===== config.mk =====
export PLATFORM = sky130hd
export DESIGN_NAME = handshake_arb_fifo_flat
export DESIGN_NICKNAME = d
export VERILOG_FILES = /design/src/rtl/handshake_arb_fifo_if.sv /design/src/rtl/handshake_arb_fifo.sv /design/src/flat_wrapper.sv
export SDC_FILE = /design/constraint.sdc
export NUM_CORES = 1
export LEC_CHECK = 0
export CORE_UTILIZATION = 35
export DETAILED_ROUTE_END_ITERATION = 8
export PLACE_DENSITY = 0.71
export SLEW_MARGIN = 20
export SYNTH_ARGS = -nofsm -noshare
export SYNTH_HDL_FRONTEND = slang
export SYNTH_SLANG_ARGS = --single-unit

===== constraint.sdc =====
create_clock -name clk -period 2.45 [get_ports clk]
set_input_delay 0.245 -clock clk [delete_from_list [all_inputs] [get_ports clk]]
set_output_delay 0.245 -clock clk [all_outputs]
set_load 0.01 [all_outputs]

===== src/rtl/handshake_arb_fifo_if.sv =====
// Bundle between the request sources / drain sink and handshake_arb_fifo.
// master = source+sink side, slave = the arbiter FIFO itself.
interface handshake_arb_fifo_if #(
    parameter int WIDTH = 32,
    parameter int CH    = 4,
    parameter int DEPTH = 4
) ();
    localparam int CW = (CH > 1) ? $clog2(CH) : 1;
    localparam int NW = $clog2(DEPTH + 1);

    logic [CH-1:0]       sreq;
    logic [CH*WIDTH-1:0] sdin;
    logic [CH-1:0]       sack;
    logic                dbusy;
    logic                dvalid;
    logic [WIDTH-1:0]    dout;
    logic [CW-1:0]       dch;
    logic [NW-1:0]       fifo_cnt;

    modport master (
        output sreq, sdin, dbusy,
        input  sack, dvalid, dout, dch, fifo_cnt
    );

    modport slave (
        input  sreq, sdin, dbusy,
        output sack, dvalid, dout, dch, fifo_cnt
    );
endinterface


===== src/rtl/handshake_arb_fifo.sv =====
// Multi-channel 4-phase req/ack capture with round-robin arbitration
// into a small FIFO that drains to one sink via dvalid/dbusy.
module handshake_arb_fifo #(
    parameter int WIDTH = 32,
    parameter int CH    = 4,
    parameter int DEPTH = 4
) (
    input logic clk,
    input logic rst,
    handshake_arb_fifo_if.slave bus
);
    localparam int CW = (CH > 1) ? $clog2(CH) : 1;
    localparam int PW = $clog2(DEPTH);
    localparam int NW = $clog2(DEPTH + 1);

    logic [CH-1:0]       ack_q, ack_d;
    logic [CW-1:0]       ptr_q, ptr_d;
    logic [PW-1:0]       wptr_q, rptr_q;
    logic [NW-1:0]       cnt_q, cnt_d;
    logic [CW+WIDTH-1:0] mem_q [DEPTH];
    logic                dvalid_q;
    logic [WIDTH-1:0]    dout_q;
    logic [CW-1:0]       dch_q;
    logic [CH-1:0]       cand;
    logic                gnt;
    logic [CW-1:0]       gidx;
    logic                pop;

    // Round-robin pick among idle requesters; full test uses registered count only
    always_comb begin
        cand = bus.sreq & ~ack_q;
        gnt  = 1'b0;
        gidx = '0;
        if (cnt_q != NW'(DEPTH)) begin
            for (int k = 0; k < CH; k++) begin
                if (!gnt && cand[(int'(ptr_q) + k) % CH]) begin
                    gnt  = 1'b1;
                    gidx = CW'((int'(ptr_q) + k) % CH);
                end
            end
        end
        ptr_d = gnt ? CW'((int'(gidx) + 1) % CH) : ptr_q;
        pop   = (cnt_q != '0) && !bus.dbusy;
        cnt_d = cnt_q + NW'(gnt) - NW'(pop);
    end

    // Per-channel FSM state register (0 = IDLE, 1 = ACK)
    always_ff @(posedge clk) begin
        if (rst) ack_q <= '0;
        else     ack_q <= ack_d;
    end

    // Per-channel next state: capture on grant, release once sreq drops
    always_comb begin
        ack_d = ack_q;
        for (int i = 0; i < CH; i++) begin
            if (ack_q[i]) ack_d[i] = bus.sreq[i];
            else          ack_d[i] = gnt && (gidx == CW'(i));
        end
    end

    // FSM outputs and registered sink-side outputs
    always_comb begin
        bus.sack     = ack_q;
        bus.dvalid   = dvalid_q;
        bus.dout     = dout_q;
        bus.dch      = dch_q;
        bus.fifo_cnt = cnt_q;
    end

    // Pointers, occupancy and pop register
    always_ff @(posedge clk) begin
        if (rst) begin
            ptr_q    <= '0;
            wptr_q   <= '0;
            rptr_q   <= '0;
            cnt_q    <= '0;
            dvalid_q <= 1'b0;
            dout_q   <= '0;
            dch_q    <= '0;
        end else begin
            ptr_q    <= ptr_d;
            cnt_q    <= cnt_d;
            dvalid_q <= pop;
            if (gnt) wptr_q <= wptr_q + PW'(1);
            if (pop) begin
                rptr_q          <= rptr_q + PW'(1);
                {dch_q, dout_q} <= mem_q[rptr_q];
            end
        end
    end

    // Storage array: word tagged with its source channel
    always_ff @(posedge clk) begin
        if (!rst && gnt)
            mem_q[wptr_q] <= {gidx, bus.sdin[int'(gidx)*WIDTH +: WIDTH]};
    end
endmodule


===== src/flat_wrapper.sv =====
// flat-port wrapper written by rule: the top's interface ports become plain ports
module handshake_arb_fifo_flat 
#(
    parameter int WIDTH = 32,
    parameter int CH    = 4,
    parameter int DEPTH = 4
)
  (clk, rst, bus_sreq, bus_sdin, bus_dbusy, bus_sack, bus_dvalid, bus_dout, bus_dch, bus_fifo_cnt);
  handshake_arb_fifo_if #(.WIDTH(WIDTH), .CH(CH), .DEPTH(DEPTH)) bus_i ();
  input logic clk;
  input logic rst;
  input wire logic [$bits(bus_i.sreq)-1:0] bus_sreq;
  input wire logic [$bits(bus_i.sdin)-1:0] bus_sdin;
  input wire logic [$bits(bus_i.dbusy)-1:0] bus_dbusy;
  output wire logic [$bits(bus_i.sack)-1:0] bus_sack;
  output wire logic [$bits(bus_i.dvalid)-1:0] bus_dvalid;
  output wire logic [$bits(bus_i.dout)-1:0] bus_dout;
  output wire logic [$bits(bus_i.dch)-1:0] bus_dch;
  output wire logic [$bits(bus_i.fifo_cnt)-1:0] bus_fifo_cnt;
  assign bus_i.sreq = bus_sreq;
  assign bus_i.sdin = bus_sdin;
  assign bus_i.dbusy = bus_dbusy;
  assign bus_sack = bus_i.sack;
  assign bus_dvalid = bus_i.dvalid;
  assign bus_dout = bus_i.dout;
  assign bus_dch = bus_i.dch;
  assign bus_fifo_cnt = bus_i.fifo_cnt;
  handshake_arb_fifo #(.WIDTH(WIDTH), .CH(CH), .DEPTH(DEPTH)) u_core (.clk(clk), .rst(rst), .bus(bus_i));
endmodule

==> flow_summary.ini, run 1 <==
[detailed_routing]
dr_total_vias = 4730
totalWireLength_mm = 17.7
vias_per_cell = 4.99
drcViolationCount = 0
wl_per_cell_microns = 18.7
drt_pass1_iterations = 4
drt-initial-drc-count = 257
ant_nets = 0

[synthesis]
netlist_instances = 463
synth_flop_cell = edfxtp_1
synthDominantCellAreaShare_pct = 53.2
synth_cell_types = 35
netlist_area_sq_um = 7680
seq_area_frac_synth_pct = 65.7
async_flop_share_pct = 0
synth.largest_area_cell = edfxtp_1
syn-num-nets = 609
yosys_warnings = 0
synthTopCellsByArea = edfxtp_1 53%, mux4_2 19%, dfxtp_1 13%, nand2_1 3.7%, a21oi_1 2.8%
yosys-top-cells-count = 136 x edfxtp_1, 76 x nand2_1, 66 x mux4_2
synth-seq-cells = 184
avgSynthCellArea_sq_um = 16.6
synth_edf_count = 136
synth.most_common_cell = edfxtp_1

[grt]
grt_max_degree = 49
grt_pass1_wl_mm = 27.0
antenna_found_initial = 0
grt_pass1_vias = 4997
track_usage_pct = 16.5
overflow = 0

[pwr]
p_leak_nw = 3.57
vdd_drop_max_uv = 457
power_density_nw_per_um2 = 1160

[finish]
final_core_util_pct = 50.0
nNetsFinal = 806
layout-drive-gt1-share_pct = 21.0
synthToLayoutAreaGrowth_pct = 38.4
n_antenna_cell = 0

[setup_path]
critPathBufInv = 2
crit_chain = nand2b_1, nand2_1, o31a_1, nor4b_4, inv_4, buf_12, mux4_2
cp_top_family = multiplexers
critPathRequiredTime_ns = 2.59
ff2ff_setup_slack_ns = 0.13
worstPathArrival_ns = 2.46
cp_slowest_stage_delay_ns = 0.56
crit_path_max_fanout = 14
cp-end-kind = flip-flop
cp_slowest_cell = mux4_2
path_class = flip-flop to flip-flop
cp-start-kind = flip-flop

[run]
max-cap-violations = 0

[placed_design]
place_congestion = 0.857
dp_hpwl_mm = 11.6
numPortBuffers = 176

[clock_tree]
ctsHoldBuffers = 0
post_cts_buffers = 0
worstSkewPairLatency_ns = 0.42
clock_sinks = 184
cts_tree = done
cts_buffers = 17
cts_root_buf = clkbuf_16
clk_path_buf_depth = 2
htreeDepth = 4
clk_pin_slew_worst_paths_ns = 0.07
cts-resized-gates = 0

[floorplanning]
die_y_microns = 150
die_w_microns = 150
die-area_sq_um = 22500
rows = 53
io_pins = 177
core_sq_um = 21300
start_util_pct = 36.1

[hold_path]
hp-class = primary input to flip-flop

[timing]
drv_slew = 0
max-slew-margin-rel_pct = 59.5
rsz0062_at_grt = false
hold-worst-slack_ns = 0.444
setup_violations = 0
tightest_slew_ns = 0.607
timing.fmax_mhz = 432
hold_violations = 0
layout_min_cycle_time_ns = 2.32
clock_skew_ns = 0.00822
fin_crit_sh_pct = 94.6

[run_status]
outcome = complete, no violations
cell families (layout without fill, tap and decap cells):
kind of cell | after synthesis | count (layout) | share of synthesized area [%]
AOI/OAI and AO/OA | 47 | 47 | 3.27
xor gates and xnor gates | 5 | 5 | 0.570
adders and majority gates | 11 | 11 | 1.89
buffers and inverters | 36 | 246 | 2.26
DFF | 184 | 184 | 65.7
muxes | 68 | 68 | 19.6
and+or+nand+nor | 112 | 112 | 6.74
worst reg2reg max path, delay by kind of cell (launching register included):
family	cells	cell delay [ns]
buffers and inverters	2	0.32
AND/OR/NAND/NOR	3	0.44
multiplexers	1	0.58
AO/OA/AOI/OAI	1	0.33
flip-flops	1	0.38
routing by layer:
layer | share of wire, % | GRT usage [%] | vias to the layer above
li1 | - | - | 2179
met1 | 42 | 20.3 | 2375
met2 | 51 | 29.0 | 162
met3 | 5.7 | 4.09 | 14
met4 | 0.79 | 3.79 | 0
met5 | 0 | 0 | -
metrics by stage:
| step | TNS [ns] | setup WS [ns] | area, sq um | power (mW) | std cells |
|---|---|---|---|---|---|
| 6_report | 0 | 0.133 | 10600 | 12.4 | 948 |
| 5_1_grt | 0 | 0.0315 | 10600 | 13.1 | 948 |
| 4_1_cts | 0 | 0.0987 | 10600 | 12.4 | 946 |
| 3_5_place_dp | -52.29 | -0.287 | 10000 | 9.80 | 914 |
| 3_3_place_gp | -18.95 | -0.128 | 10000 | 9.57 | 914 |
| 2_1_floorplan | -0.0793 | -0.0793 | 7690 | 8.01 | 463 |
worst paths after layout:
| path | start | end | cells past startpoint |
|---|---|---|---|
| worst max-delay path | u_core.bus.sack[3]$_SDFF_PP0_ | u_core.mem_q[1][0]$_DFFE_PP_ | 7 |
| worst min-delay path | rst | u_core.bus.fifo_cnt[1]$_SDFF_PP0_ | 3 |
| worst max register to register | u_core.bus.sack[3]$_SDFF_PP0_ | u_core.mem_q[1][0]$_DFFE_PP_ | 7 |
| worst min register to register | u_core.bus.dout[22]$_SDFFE_PP0P_ | u_core.bus.dout[22]$_SDFFE_PP0P_ | 2 |
placed cells by master (no fill, tap or decap), drive strengths merged:
cell and n:
clkbuf 20, nor2 10, or2 1, a21oi 43
ha 10, dfxtp 48, clkinv 7, fa 1
o31a 1, bufinv 1, edfxtp 136, nand2b 5
and2b 1, clkinvlp 1, mux4 66, nand3 1
xnor2 3, nor2b 4, nor4bb 1, o221ai 1
o221a 1, nor3 4, nand4 1, buf 29
mux2i 2, and2 4, nor4b 1, a22oi 1
nand2 76, clkdlybuf4s50 175, nand3b 3, xor2 2
inv 13
registers in the layout, summed over array words and instances (netlist names):
register and count:
u_core.wptr_q 2, u_core.rptr_q 2, u_core.bus.dout 32, u_core.ptr_q 2, u_core.mem_q 136, u_core.bus.dch 2
u_core.bus.sack 4, u_core.bus.dvalid 1, u_core.bus.fifo_cnt 3
final cells by class:
cell class / count / area [sq um]
fillers: 1751 / 10700
flip-flops and latches: 184 / 5050
multi-input cells: 243 / 2480
clock inverters: 13 / 120
inverters: 9 / 36.3
clock buffers: 19 / 433
repair buffers: 205 / 2170
well taps: 275 / 344
where the power goes:
part / internal, mW / total [mW] / switching [mW]
clock: 1.41 / 2.56 / 1.14
sequential: 4.70 / 5.03 / 0.337
combinational: 2.54 / 4.76 / 2.23
total: 8.64 / 12.4 / 3.71
Power figures use the tool's default switching activity.
==> inputs of run 2 (changes only) <==
- SLEW_MARGIN: 20 -> 10
==> results of run 2 <==
No change in the layout: final DEF, timing and power equal those of run 1.
